<file path="config.mk">
export PLATFORM = sky130hd
export DESIGN_NAME = uart_program_loader
export DESIGN_NICKNAME = d
export VERILOG_FILES = /design/src/rtl/uart_program_loader.sv
export SDC_FILE = /design/constraint.sdc
export NUM_CORES = 1
export LEC_CHECK = 0
export CAP_MARGIN = 20
export CORE_ASPECT_RATIO = 2
export CORE_MARGIN = 1.5
export CORE_UTILIZATION = 57
export CTS_CLUSTER_SIZE = 20
export DETAILED_ROUTE_END_ITERATION = 10
export GPL_TIMING_DRIVEN = 1
export PLACE_DENSITY_LB_ADDON = 0.1
export RECOVER_POWER = 25
export SLEW_MARGIN = 20
export SYNTH_ARGS = -nofsm -noshare
export SYNTH_HDL_FRONTEND = slang
export SYNTH_SLANG_ARGS = --single-unit
</file>
<file path="constraint.sdc">
create_clock -name i_clk -period 7 [get_ports i_clk]
set_input_delay 1.4 -clock i_clk [delete_from_list [all_inputs] [get_ports i_clk]]
set_output_delay 1.4 -clock i_clk [all_outputs]
set_load 0.02 [all_outputs]
</file>
<file path="src/rtl/uart_program_loader.sv">
// -----------------------------------------------------------------------------
// uart_program_loader
//
// Boot loader between a UART receiver and the instruction memory / core start
// logic. It receives a 4-byte little-endian byte count N and then N program
// bytes. The bytes are packed into 32-bit little-endian words and written to
// instruction memory from word address 0. After the last write the core is
// released (o_cpu_start), and every later UART byte goes to the core through a
// one-stage registered passthrough.
//
// Optional feature (macro LOADER_ACK_EN): adds a one-byte acknowledge on a
// valid/ready transmit port. 0xAA is sent on entry to RUN and 0xEE on entry to
// ERR, once per load.
//
// Parameters:
//   IMEM_ADDR_W  instruction-memory word-address width (2^IMEM_ADDR_W words)
//   LEN_W        width of the length field and remaining-byte counter
//
// Ports:
//   i_clk           system clock
//   i_rst           asynchronous, active-high reset
//   i_rx_data       byte from UART receiver
//   i_rx_valid      one-cycle strobe, i_rx_data valid
//   o_imem_we       instruction-memory write enable (one cycle per word)
//   o_imem_addr     word address for the write
//   o_imem_wdata    word data for the write
//   o_cpu_start     level, core released from hold when high
//   o_cpu_rx_data   runtime byte to core
//   o_cpu_rx_valid  one-cycle strobe for o_cpu_rx_data
//   o_load_err      sticky, declared length exceeds memory capacity
//   o_busy          high while receiving the length or the program
//   o_tx_data       (LOADER_ACK_EN) acknowledge byte
//   o_tx_valid      (LOADER_ACK_EN) acknowledge valid, held until i_tx_ready
//   i_tx_ready      (LOADER_ACK_EN) acknowledge accepted by the transmitter
//
// state  | meaning
// S_LEN  | collecting the 4 length bytes, LSB first
// S_DATA | packing program bytes into words and writing them
// S_RUN  | core released, bytes forwarded to the core
// S_ERR  | length too large, bytes ignored until reset
// -----------------------------------------------------------------------------
module uart_program_loader #(
  parameter int IMEM_ADDR_W = 12,
  parameter int LEN_W       = 32
) (
  input  logic                   i_clk,
  input  logic                   i_rst,
  input  logic [7:0]             i_rx_data,
  input  logic                   i_rx_valid,
  output logic                   o_imem_we,
  output logic [IMEM_ADDR_W-1:0] o_imem_addr,
  output logic [31:0]            o_imem_wdata,
  output logic                   o_cpu_start,
  output logic [7:0]             o_cpu_rx_data,
  output logic                   o_cpu_rx_valid,
  output logic                   o_load_err,
  output logic                   o_busy
`ifdef LOADER_ACK_EN
  ,
  output logic [7:0]             o_tx_data,
  output logic                   o_tx_valid,
  input  logic                   i_tx_ready
`endif
);

  typedef enum logic [1:0] {S_LEN, S_DATA, S_RUN, S_ERR} state_t;

  // Capacity in bytes, one bit wider than the length so the compare cannot wrap.
  localparam logic [32:0] CAP_BYTES = 33'(4) << IMEM_ADDR_W;

  state_t                 r_state;
  state_t                 w_state_next;

  logic [23:0]            r_len_sh;
  logic [1:0]             r_len_idx;
  logic [LEN_W-1:0]       r_remaining;
  logic [1:0]             r_lane;
  logic [31:0]            r_buf;
  logic [IMEM_ADDR_W-1:0] r_word_addr;

  logic                   r_imem_we;
  logic [IMEM_ADDR_W-1:0] r_imem_addr;
  logic [31:0]            r_imem_wdata;
  logic                   r_cpu_start;
  logic [7:0]             r_cpu_rx_data;
  logic                   r_cpu_rx_valid;

  logic [31:0]            w_len;
  logic                   w_len_last;
  logic                   w_len_zero;
  logic                   w_len_over;
  logic                   w_data_byte;
  logic                   w_last_byte;
  logic                   w_word_done;
  logic [31:0]            w_buf_merged;

  // The 4th length byte is combined with the three already shifted in, so the
  // decision is taken in the same cycle the byte arrives.
  assign w_len       = {i_rx_data, r_len_sh};
  assign w_len_last  = (r_state == S_LEN) && i_rx_valid && (r_len_idx == 2'd3);
  assign w_len_zero  = (w_len == 32'd0);
  assign w_len_over  = ({1'b0, w_len} > CAP_BYTES);
  assign w_data_byte = (r_state == S_DATA) && i_rx_valid;
  assign w_last_byte = (r_remaining == LEN_W'(1));
  assign w_word_done = w_data_byte && ((r_lane == 2'd3) || w_last_byte);

  always_comb begin
    w_buf_merged = r_buf;
    w_buf_merged[{r_lane, 3'b000} +: 8] = i_rx_data;
  end

  // State register
  always_ff @(posedge i_clk or posedge i_rst) begin
    if (i_rst) r_state <= S_LEN;
    else       r_state <= w_state_next;
  end

  // Next-state logic
  always_comb begin
    w_state_next = r_state;
    case (r_state)
      S_LEN: begin
        if (w_len_last) begin
          if (w_len_zero)      w_state_next = S_RUN;
          else if (w_len_over) w_state_next = S_ERR;
          else                 w_state_next = S_DATA;
        end
      end
      S_DATA:  if (w_data_byte && w_last_byte) w_state_next = S_RUN;
      S_RUN:   w_state_next = S_RUN;
      S_ERR:   w_state_next = S_ERR;
      default: w_state_next = S_LEN;
    endcase
  end

  // Output logic; busy is held low while reset is asserted so that every
  // output reads 0 during reset.
  always_comb begin
    o_busy     = 1'b0;
    o_load_err = 1'b0;
    case (r_state)
      S_LEN, S_DATA: o_busy = ~i_rst;
      S_ERR:         o_load_err = 1'b1;
      default:       ;
    endcase
  end

  // Datapath: length capture, word packing, memory write, runtime passthrough
  always_ff @(posedge i_clk or posedge i_rst) begin
    if (i_rst) begin
      r_len_sh       <= '0;
      r_len_idx      <= '0;
      r_remaining    <= '0;
      r_lane         <= '0;
      r_buf          <= '0;
      r_word_addr    <= '0;
      r_imem_we      <= 1'b0;
      r_imem_addr    <= '0;
      r_imem_wdata   <= '0;
      r_cpu_start    <= 1'b0;
      r_cpu_rx_data  <= '0;
      r_cpu_rx_valid <= 1'b0;
    end else begin
      r_imem_we      <= 1'b0;
      r_cpu_rx_valid <= 1'b0;
      // Registered from the state so it rises the cycle after RUN is entered,
      // never alongside the final memory write.
      r_cpu_start    <= (r_state == S_RUN);

      if ((r_state == S_LEN) && i_rx_valid) begin
        r_len_sh  <= {i_rx_data, r_len_sh[23:8]};
        r_len_idx <= r_len_idx + 2'd1;
        if (r_len_idx == 2'd3) r_remaining <= LEN_W'(w_len);
      end

      if (w_data_byte) begin
        r_remaining <= r_remaining - LEN_W'(1);
        if (w_word_done) begin
          r_imem_we    <= 1'b1;
          r_imem_wdata <= w_buf_merged;
          r_imem_addr  <= r_word_addr;
          r_word_addr  <= r_word_addr + 1'b1;
          r_buf        <= '0;
          r_lane       <= '0;
        end else begin
          r_buf  <= w_buf_merged;
          r_lane <= r_lane + 2'd1;
        end
      end

      if ((r_state == S_RUN) && i_rx_valid) begin
        r_cpu_rx_valid <= 1'b1;
        r_cpu_rx_data  <= i_rx_data;
      end
    end
  end

  assign o_imem_we      = r_imem_we;
  assign o_imem_addr    = r_imem_addr;
  assign o_imem_wdata   = r_imem_wdata;
  assign o_cpu_start    = r_cpu_start;
  assign o_cpu_rx_data  = r_cpu_rx_data;
  assign o_cpu_rx_valid = r_cpu_rx_valid;

`ifdef LOADER_ACK_EN
  logic [7:0] r_tx_data;
  logic       r_tx_valid;
  logic       w_enter_done;

  // RUN and ERR are each entered at most once per load, giving one ack.
  assign w_enter_done = (r_state != w_state_next) &&
                        ((w_state_next == S_RUN) || (w_state_next == S_ERR));

  always_ff @(posedge i_clk or posedge i_rst) begin
    if (i_rst) begin
      r_tx_data  <= '0;
      r_tx_valid <= 1'b0;
    end else if (w_enter_done) begin
      r_tx_valid <= 1'b1;
      r_tx_data  <= (w_state_next == S_RUN) ? 8'hAA : 8'hEE;
    end else if (r_tx_valid && i_tx_ready) begin
      r_tx_valid <= 1'b0;
    end
  end

  assign o_tx_data  = r_tx_data;
  assign o_tx_valid = r_tx_valid;
`endif

endmodule

</file>
==> summary.txt, run 1 <==
Status: finished, final reports clean
Setup crit start kind: primary input
Top Ports: 68
Routed Wire Length: 17.76 mm
Avg Vias per Cell: 6.325
Skew-Pair Late Insertion Delay: 0.42 ns
R2r worst-path depth: 5
DR WL/cell: 20.07 um
Async set-reset flop share out of synthesis: 1.000
Top cell types by occurrence after synthesis: dfrtp_1 (161), nand3_1 (44), a21oi_1 (41), o21ai_0 (40), mux2_2 (39)
Setup TNS: 0 ns
Total iterations of the first detailed-routing run: 4
Clock root buffer: clkbuf_16
Upper clock frequency limit: 0.2389 GHz
Post-Route Utilization: 0.6920
Initial drt markers: 271
Fin Clk Skew: 0.008530 ns
Initial antenna violation count: 0
Final Max Slew Viols: 0
Die span in y: 163.4 um
Count leader, synth: dfrtp_1
Worst hold slack: 0.4809 ns
CP Data Required Time: 5.60 ns
Clock sinks: 161
Ys Warns: 0
Total power draw: 3.470 mW
Critical Path Max Stage Delay: 0.63 ns
CP max stage cell: dlygate4sd3_1
Drt drc: 0
Die width: 83.18 um
Post-route clock period utilization: 0.5981
Least-Margin Pin Slew: 1.070 ns
Nets: 742
R2r startpoint: r_remaining[25]$_DFFE_PP0P_
Max Cap Viol: 0
Sequential area share after synthesis: 0.5498
FF+latch count, synth: 161
Synth area leaders: dfrtp_1 (55%), mux2_2 (6.0%), nand3_1 (3.0%)
Core Area: 12550 um2
CP endpoint kind: output port
P per Cell Area: 399.4 nW/um2
HP Start: r_word_addr[11]$_DFFE_PP0P_
Hold endpoint: r_word_addr[11]$_DFFE_PP0P_
Port bufs: 67
Clock buffer depth: 2
Syn_area_per_cell: 10.99 um2
CP arrival: 2.79 ns
Synth top area share: 0.5498
Worst hold path type: flop to flop
First-pass GRT wire length: 29.44 mm
Routability Congestion: 0.8674
Clock Pin Slew Worst Setup and Hold Paths: 0.07 ns
Post-CTS Setup Repair Bufs: 0
Crit-path cells: dlygate4sd3_1, nor2_1, clkdlybuf4s50_1
RSZ-0062 raised after global routing: no
Initial Util: 0.5837
R2R Path End: r_buf[19]$_DFFE_PP0P_
Hold buffer count at CTS: 0
Layout cells sized above 1: 0.1320
Slew margin rel.: 0.2815
CTS tree: yes
Remaining antenna violation count: 0
Via count: 5598
Hold Vio Cnt, Final: 0
# setup viols final: 0
Vias in the first global route: 5739
TritonCTS buffer count: 17
Syn nets: 687
Post-Syn Area: 7328 um2
Peak supply drop: 0.0002892 V
Crit-path max FO: 2
Die Area: 13590 um2
EDFF count, synth: 0
Crit path time final: 4.187 ns
Number of distinct library cells after synthesis: 61
Synthesis-to-finish area growth: 18.56%
Hpwl dp: 12.18 mm
Cells after Synth: 667
Global route overflow: 0
Primary FF master, synth: dfrtp_1
H-Tree Depth: 4
Ant diodes: 0
Post-CTS Resized: 0
R2r setup slk: 4.13 ns
Tot GR Track Use: 0.2759
Hold Path Depth: 1
Kind of critical path: primary input to output port
Synth area leader: dfrtp_1
Cell Rows: 58
Pin count of the biggest net entering global routing: 118
Leak: 3.821 nW
## cell families after synthesis
| group | Yosys count | share of synthesized area |
|---|---|---|
| and+or+nand+nor | 220 | 0.1670 |
| AOI/OAI and AO/OA | 164 | 0.1465 |
| DFF | 161 | 0.5498 |
| buffers and inverters | 52 | 0.02885 |
| muxes | 48 | 0.07700 |
| xor gates and xnor gates | 13 | 0.01554 |
| adders and majority gates | 9 | 0.01537 |
## metal layers
| metal | vias up | global-route usage | part of all wire |
|---|---|---|---|
| li1 | 2563 | - | - |
| met3 | 49 | 0.04952 | 0.027 |
| met1 | 2845 | 0.3047 | 0.37 |
| met2 | 141 | 0.4974 | 0.55 |
| met4 | 0 | 0.1523 | 0.050 |
| met5 | - | 0 | 0 |
## report_power, final
part	total (mW)	internal, mW	switching, mW	leakage (nW)
Combinational	1.00	0.492	0.508	1.45
Sequential	1.55	1.25	0.309	2.08
Clock	0.915	0.515	0.400	0.287
## final cells by class
| cell class | count | area (um2) |
|---|---|---|
| sequential | 161 | 4029 |
| fill | 942 | 3866 |
| multi-input combinational | 454 | 3094 |
| timing repair buffer | 76 | 738.2 |
| clock buffer | 19 | 442.9 |
| tap | 150 | 187.7 |
| clock inverter | 13 | 143.9 |
| inverter | 12 | 52.55 |
## worst max-delay path: cells and delay by family
kind | cells | cell delay (ns)
and+or+nand+nor | 1 | 0.14
buffers and inverters | 2 | 1.24
## worst max-delay path by stage
stage,start,endpoint
floorplan,i_rst,o_cpu_rx_data[0]$_DFFE_PP0P_
global placement,i_rx_valid,r_buf[3]$_DFFE_PP0P_
detailed placement,i_rx_valid,r_buf[21]$_DFFE_PP0P_
CTS,i_rst,o_busy
global route,i_rst,o_busy
finish,i_rst,o_busy
## sequential cells by signal (all words and copies together) (netlist names), 8 cells and up
name / cells
o_imem_addr: 12
o_cpu_rx_data: 8
r_buf: 32
r_len_sh: 24
o_imem_wdata: 32
r_word_addr: 12
r_remaining: 32
## cell usage in the layout, fill, tap and decap left out, drive strengths merged, types with 11 or more instances in the layout
cell / instances
clkdlybuf4s50: 65
mux2: 46
and3: 11
nor3: 15
xor2: 12
nor4: 16
clkbuf: 19
dfrtp: 161
nor2b: 25
nand3: 44
inv: 19
o21ai: 43
nand2: 33
a22o: 24
a21oi: 41
nor2: 35
## metrics by stage
stage / setup slack (ns) / cells / cell area [um2]
2_1_floorplan: 1.252 / 667 / 7328
3_3_place_gp: 2.920 / 853 / 8099
3_5_place_dp: 2.815 / 853 / 8099
4_1_cts: 2.939 / 885 / 8686
5_1_grt: 2.799 / 885 / 8688
6_report: 2.814 / 885 / 8688
No activity file was read; power rests on OpenSTA's default activity.
==> inputs of run 2 (changes only) <==
clock period = 4.11 ns   (was 7 ns; I/O delays follow)
==> run 2 against run 1 <==
Effect of this change: the flow now finishes with violations (capacitance limit, slew limit); first-iteration DRC count rose by 7.4%; register-to-register slack got worse by 2.8 ns; clock skew rose by 0.0018 ns; largest power group unchanged; die area did not move; critical path type is now primary input to asynchronous set/reset pin; count of clock-buffer cells in the layout fell by 2; global-route usage rose by 0.30 points; design area rose by 0.20%; core utilization rose by 0.14 points; critical endpoint is now r_word_addr[10]$_DFFE_PP0P_.
==> summary.txt, run 2 (synthesis results as in run 1) <==
Die span in y: 163.4 um (unchanged)
Die Area: 13590 um2 (unchanged)
Peak supply drop: 0.0004474 V (+55%)
Routed Wire Length: 17.89 mm (+0.73%)
Skew-Pair Late Insertion Delay: 0.42 ns (about the same)
Layout cells sized above 1: 0.1365 (+0.004514)
Crit path time final: 3.025 ns
CTS tree: yes
Crit-path max FO: 31 (+29)
Ant diodes: 0 (unchanged)
CP endpoint kind: asynchronous set/reset pin
Clock buffer depth: 2 (unchanged)
Total power draw: 5.853 mW (+69%)
Clock root buffer: clkbuf_16
Fin Clk Skew: 0.01035 ns (+0.001824 ns)
Post-Route Utilization: 0.6934 (+0.001395)
Setup TNS: 0 ns (unchanged)
RSZ-0062 raised after global routing: no
Core Area: 12550 um2 (unchanged)
First-pass GRT wire length: 29.43 mm (about the same)
Avg Vias per Cell: 6.229 (-1.5%)
Die width: 83.18 um (unchanged)
Tot GR Track Use: 0.2789 (+0.003014)
Cell Rows: 58 (unchanged)
CP Data Required Time: 4.35 ns (-1.25 ns)
TritonCTS buffer count: 17 (unchanged)
H-Tree Depth: 4 (unchanged)
Initial antenna violation count: 0 (unchanged)
Global route overflow: 0 (unchanged)
Post-CTS Resized: 0 (unchanged)
Failing checks: capacitance limit, slew limit
Final Max Slew Viols: 32 (+32)
Pin count of the biggest net entering global routing: 84 (-29%)
# setup viols final: 0 (unchanged)
Most frequent cells in the layout: dfrtp_1 (161), clkdlybuf4s50_1 (65), nand3_1 (44)
CP arrival: 3.26 ns (+0.47 ns)
Routability Congestion: 0.9056 (+4.4%)
Top Ports: 68 (unchanged)
Hpwl dp: 12.56 mm (+3.2%)
Total iterations of the first detailed-routing run: 5 (+1)
Vias in the first global route: 5666 (-1.3%)
Synthesis-to-finish area growth: 18.80%
Hold buffer count at CTS: 0 (unchanged)
Via count: 5544 (-0.96%)
Commonest non-fill, non-tap cell in the layout: dfrtp_1
Port bufs: 67 (unchanged)
Setup crit start kind: primary input
Critical Path Max Stage Delay: 1.23 ns (+0.60 ns)
DR WL/cell: 20.10 um (+0.17%)
Post-CTS Setup Repair Bufs: 0 (unchanged)
Kind of critical path: primary input to asynchronous set/reset pin
Upper clock frequency limit: 0.3306 GHz
Status: finished, violations left
Slew margin rel.: -0.06972 (-0.3512)
Remaining antenna violation count: 0 (unchanged)
Leak: 3.832 nW (+0.28%)
Least-Margin Pin Slew: 1.605 ns (+0.5351 ns)
Nets: 747 (+0.67%)
P per Cell Area: 672.3 nW/um2 (+68%)
Initial drt markers: 291 (+7.4%)
Initial Util: 0.5837 (unchanged)
Hold Vio Cnt, Final: 0 (unchanged)
Max Cap Viol: 1 (+1)
Crit-path cells: dlygate4sd3_1, clkinvlp_2, clkbuf_1
Clock sinks: 161 (unchanged)
Drt drc: 0 (unchanged)
Post-route clock period utilization: 0.7360
CP max stage cell: clkbuf_1
Clock Pin Slew Worst Setup and Hold Paths: 0.07 ns (about the same)
Worst hold path type: flop to flop
## run 2: changes by cell type in the layout (fill, tap and decap cells not counted)
cell / delta
clkbuf_8: -1
clkinvlp_2: +1
buf_4: +2
clkinv_4: -2
clkbuf_1: +1
clkinv_2: +2
bufinv_16: -1
inv_6: +1
clkinv_8: +1
buf_12: +1
## run 2: metrics by stage
stage	cells	hold slack [ns]	instance area [um2]	setup slack, ns
2_1_floorplan	667	0.4418	7332	1.245
3_3_place_gp	858	0.4573	8148	0.8960
3_5_place_dp	858	0.4707	8148	0.8435
4_1_cts	890	0.4813	8716	1.274
5_1_grt	890	0.4938	8706	0.5610
6_report	890	0.4801	8706	1.085
## run 2: path summary, 6_finish.rpt
| kind | startpoint | to | slack [ns] | cells past startpoint |
|---|---|---|---|---|
| worst min register to register | r_len_idx[0]$_DFFE_PP0P_ | r_len_idx[0]$_DFFE_PP0P_ | 0.48 | 1 |
| min in group asynchronous | i_rst | o_cpu_rx_data[3]$_DFFE_PP0P_ | 1.07 | 2 |
| max in group i_clk | i_rst | o_busy | 1.18 | 3 |
| worst min-delay path | r_len_idx[0]$_DFFE_PP0P_ | r_len_idx[0]$_DFFE_PP0P_ | 0.48 | 1 |
| worst max-delay path | i_rst | r_word_addr[10]$_DFFE_PP0P_ | 1.08 | 3 |
| worst max register to register | r_lane[0]$_DFFE_PP0P_ | r_buf[2]$_DFFE_PP0P_ | 1.34 | 7 |
## run 2: report_power, final
part	total, mW	internal, mW	switching [mW]
Clock	1.51	0.806	0.708
Combinational	1.70	0.844	0.854
Sequential	2.64	2.12	0.520
## run 2: metal layers
| metal | GRT usage | up-vias | share of wire |
|---|---|---|---|
| li1 | - | 2563 | - |
| met1 | 0.3026 | 2777 | 0.38 |
| met2 | 0.4937 | 142 | 0.53 |
| met3 | 0.04295 | 62 | 0.028 |
| met4 | 0.1955 | 0 | 0.063 |
| met5 | 0 | - | 0 |
## run 2: critical path: cells and delay by family
family | cells | cell delay [ns]
buffers and inverters | 3 | 2.43
## run 2: layout make-up
cell class	instances	area, um2
flip-flops and latches	161	4029
multi-input cells	454	3094
repair buffers	81	780.7
fillers	954	3849
clock inverters	15	142.6
well taps	150	187.7
inverters	12	46.29
clock buffers	17	425.4
==> inputs of run 3 (changes only) <==
clock period = 2.86 ns   (was 4.11 ns; I/O delays follow)
==> run 3 against run 2 <==
Effect of this change: the flow now finishes without violations; total power grew 45%; sequential power grew 44%; routed wire length grew 4.2%.
==> summary.txt, run 3 (synthesis results as in run 1) <==
Post-Route Utilization: 0.7059 (+0.01246)
CP Data Required Time: 3.16 ns (-1.19 ns)
Initial antenna violation count: 0 (unchanged)
Die Area: 13590 um2 (unchanged)
Final instance area: 8862 um2 (+1.8%)
Initial Util: 0.5837 (unchanged)
Synthesis-to-finish area growth: 20.93%
Clk pwr share: 0.257 (-0.002)
RSZ-0062 raised after global routing: no
P_sw: 2.981 mW (+43%)
Leak: 3.923 nW (+2.4%)
Clock buffer depth: 2 (unchanged)
DR WL/cell: 20.51 um (+2.0%)
Clock root buffer: clkbuf_16
Worst hold path type: flop to flop
First-pass GRT wire length: 30.89 mm (+5.0%)
Cell Rows: 58 (unchanged)
Routed Wire Length: 18.64 mm (+4.2%)
Status: finished, final reports clean
Part of the power in registers: 0.447 (-0.004)
Cell Int Power: 5.525 mW (+47%)
Drt drc: 0 (unchanged)
Most frequent cells in the layout: dfrtp_1 (161), clkdlybuf4s50_1 (66), nand3_1 (44)
Routability Congestion: 0.9127 (+0.78%)
CTS tree: yes
Switching part of the total: 0.3504 (-0.005355)
H-Tree Depth: 4 (unchanged)
Combinational Power Share: 0.296 (+0.006)
Via count: 5696 (+2.7%)
Placed Instance Area: 8335 um2 (+2.3%)
Kind of critical path: flop to flop
Commonest non-fill, non-tap cell in the layout: dfrtp_1
Setup TNS: 0 ns (unchanged)
Pin count of the biggest net entering global routing: 53 (-37%)
Slew margin rel.: 0.2243 (+0.2940)
Die width: 83.18 um (unchanged)
Skew-Pair Late Insertion Delay: 0.42 ns (about the same)
P per Cell Area: 959.8 nW/um2 (+43%)
Worst hold slack: 0.4763 ns (-0.003831 ns)
Crit-path max FO: 46 (+48%)
Die span in y: 163.4 um (unchanged)
Fillers: 936 (-1.9%)
Remaining antenna violation count: 0 (unchanged)
Avg Vias per Cell: 6.266 (+0.59%)
Total iterations of the first detailed-routing run: 6 (+1)
CP arrival: 2.77 ns (-0.49 ns)
Total power draw: 8.506 mW (+45%)
Final Max Slew Viols: 0 (-100%)
Crit path time final: 2.468 ns
Ant diodes: 0 (unchanged)
Core Area: 12550 um2 (unchanged)
Initial drt markers: 409 (+41%)
# setup viols final: 0 (unchanged)
Least-Margin Pin Slew: 1.157 ns (-0.4474 ns)
Post-CTS Setup Repair Bufs: 0 (unchanged)
Hold Vio Cnt, Final: 0 (unchanged)
Setup crit start kind: flop
Clock sinks: 161 (unchanged)
Post-CTS Resized: 0 (unchanged)
Clock Pin Slew Worst Setup and Hold Paths: 0.06 ns (about the same)
Peak supply drop: 0.0006978 V (+56%)
Vias in the first global route: 5850 (+3.2%)
Post-route clock period utilization: 0.8629
Top Ports: 68 (unchanged)
Nets: 767 (+2.7%)
Hpwl dp: 12.89 mm (+2.6%)
Global route overflow: 0 (unchanged)
Hold buffer count at CTS: 0 (unchanged)
Port bufs: 67 (unchanged)
CP endpoint kind: flop
Max Cap Viol: 0 (-1)
TritonCTS buffer count: 17 (unchanged)
Layout cells sized above 1: 0.1581 (+0.02162)
Tot GR Track Use: 0.2885 (+0.009610)
Fin Clk Skew: 0.01174 ns (+0.001381 ns)
Upper clock frequency limit: 0.4052 GHz
run 3: cell count changes in the layout (fill, tap and decap cells not counted):
cell,previous run,this run
clkinvlp_4,1,3
clkinv_8,1,0
bufinv_16,0,1
clkdlybuf4s50_1,65,66
clkbuf_2,0,2
clkinv_2,2,1
inv_8,5,0
buf_12,1,2
clkbuf_8,0,1
buf_4,11,28
clkinv_4,1,3
dlygate4sd3_1,2,1
run 3: path summary, 6_finish.rpt:
check	from	end	slack, ns	depth (start not counted)
min in group asynchronous	i_rst	r_remaining[23]$_DFFE_PP0P_	0.87	2
max in group asynchronous	i_rst	r_len_sh[8]$_DFFE_PP0P_	0.61	3
hold / removal	r_len_idx[0]$_DFFE_PP0P_	r_len_idx[0]$_DFFE_PP0P_	0.48	1
setup reg to reg	r_remaining[1]$_DFFE_PP0P_	r_word_addr[1]$_DFFE_PP0P_	0.39	9
setup / recovery	r_remaining[1]$_DFFE_PP0P_	r_word_addr[1]$_DFFE_PP0P_	0.39	9
hold reg to reg	r_len_idx[0]$_DFFE_PP0P_	r_len_idx[0]$_DFFE_PP0P_	0.48	1
run 3: power groups by stage:
stage               Sequential (mW)  Combinational, mW  Clock [mW]
finish                         3.80               2.52        2.19
global placement               3.77               2.42           0
detailed placement             3.81               2.51           0
global route                   3.89               2.75        2.30
CTS                            3.78               2.54        2.21
floorplan                      3.81               1.44           0
run 3: layout make-up:
class                   count  area (um2)  area share
multi-input cells         454        3094      0.3491
clock inverters            13       127.6     0.01440
inverters                  12       46.29    0.005224
flip-flops and latches    161        4029      0.4546
clock buffers              18       439.2     0.04956
repair buffers            101       938.4      0.1059
well taps                 150       187.7     0.02118
run 3: routing by layer:
metal,track usage,routed length (um),up-vias
met5,0,0,-
met2,0.5229,10110,144
met4,0.1568,1005,0
met1,0.3210,6925,2885
met3,0.04598,597,62
li1,-,-,2605
run 3: critical path, stage by stage, from the launching register on:
cell     delay, ns
dfrtp_1       0.38
inv_1         0.10
ha_1          0.14
nor4b_1       0.29
buf_4         0.19
nand4_1       0.12
or3_1         0.35
and2_4        0.31
inv_1         0.13
mux2_2        0.34
run 3: through the flow:
step | instances | worst slack [ns]
2_1_floorplan | 667 | 0.2452
6_report | 909 | 0.3920
3_3_place_gp | 878 | 0.1740
5_1_grt | 909 | 0.2195
3_5_place_dp | 878 | 0.1400
4_1_cts | 909 | 0.3906
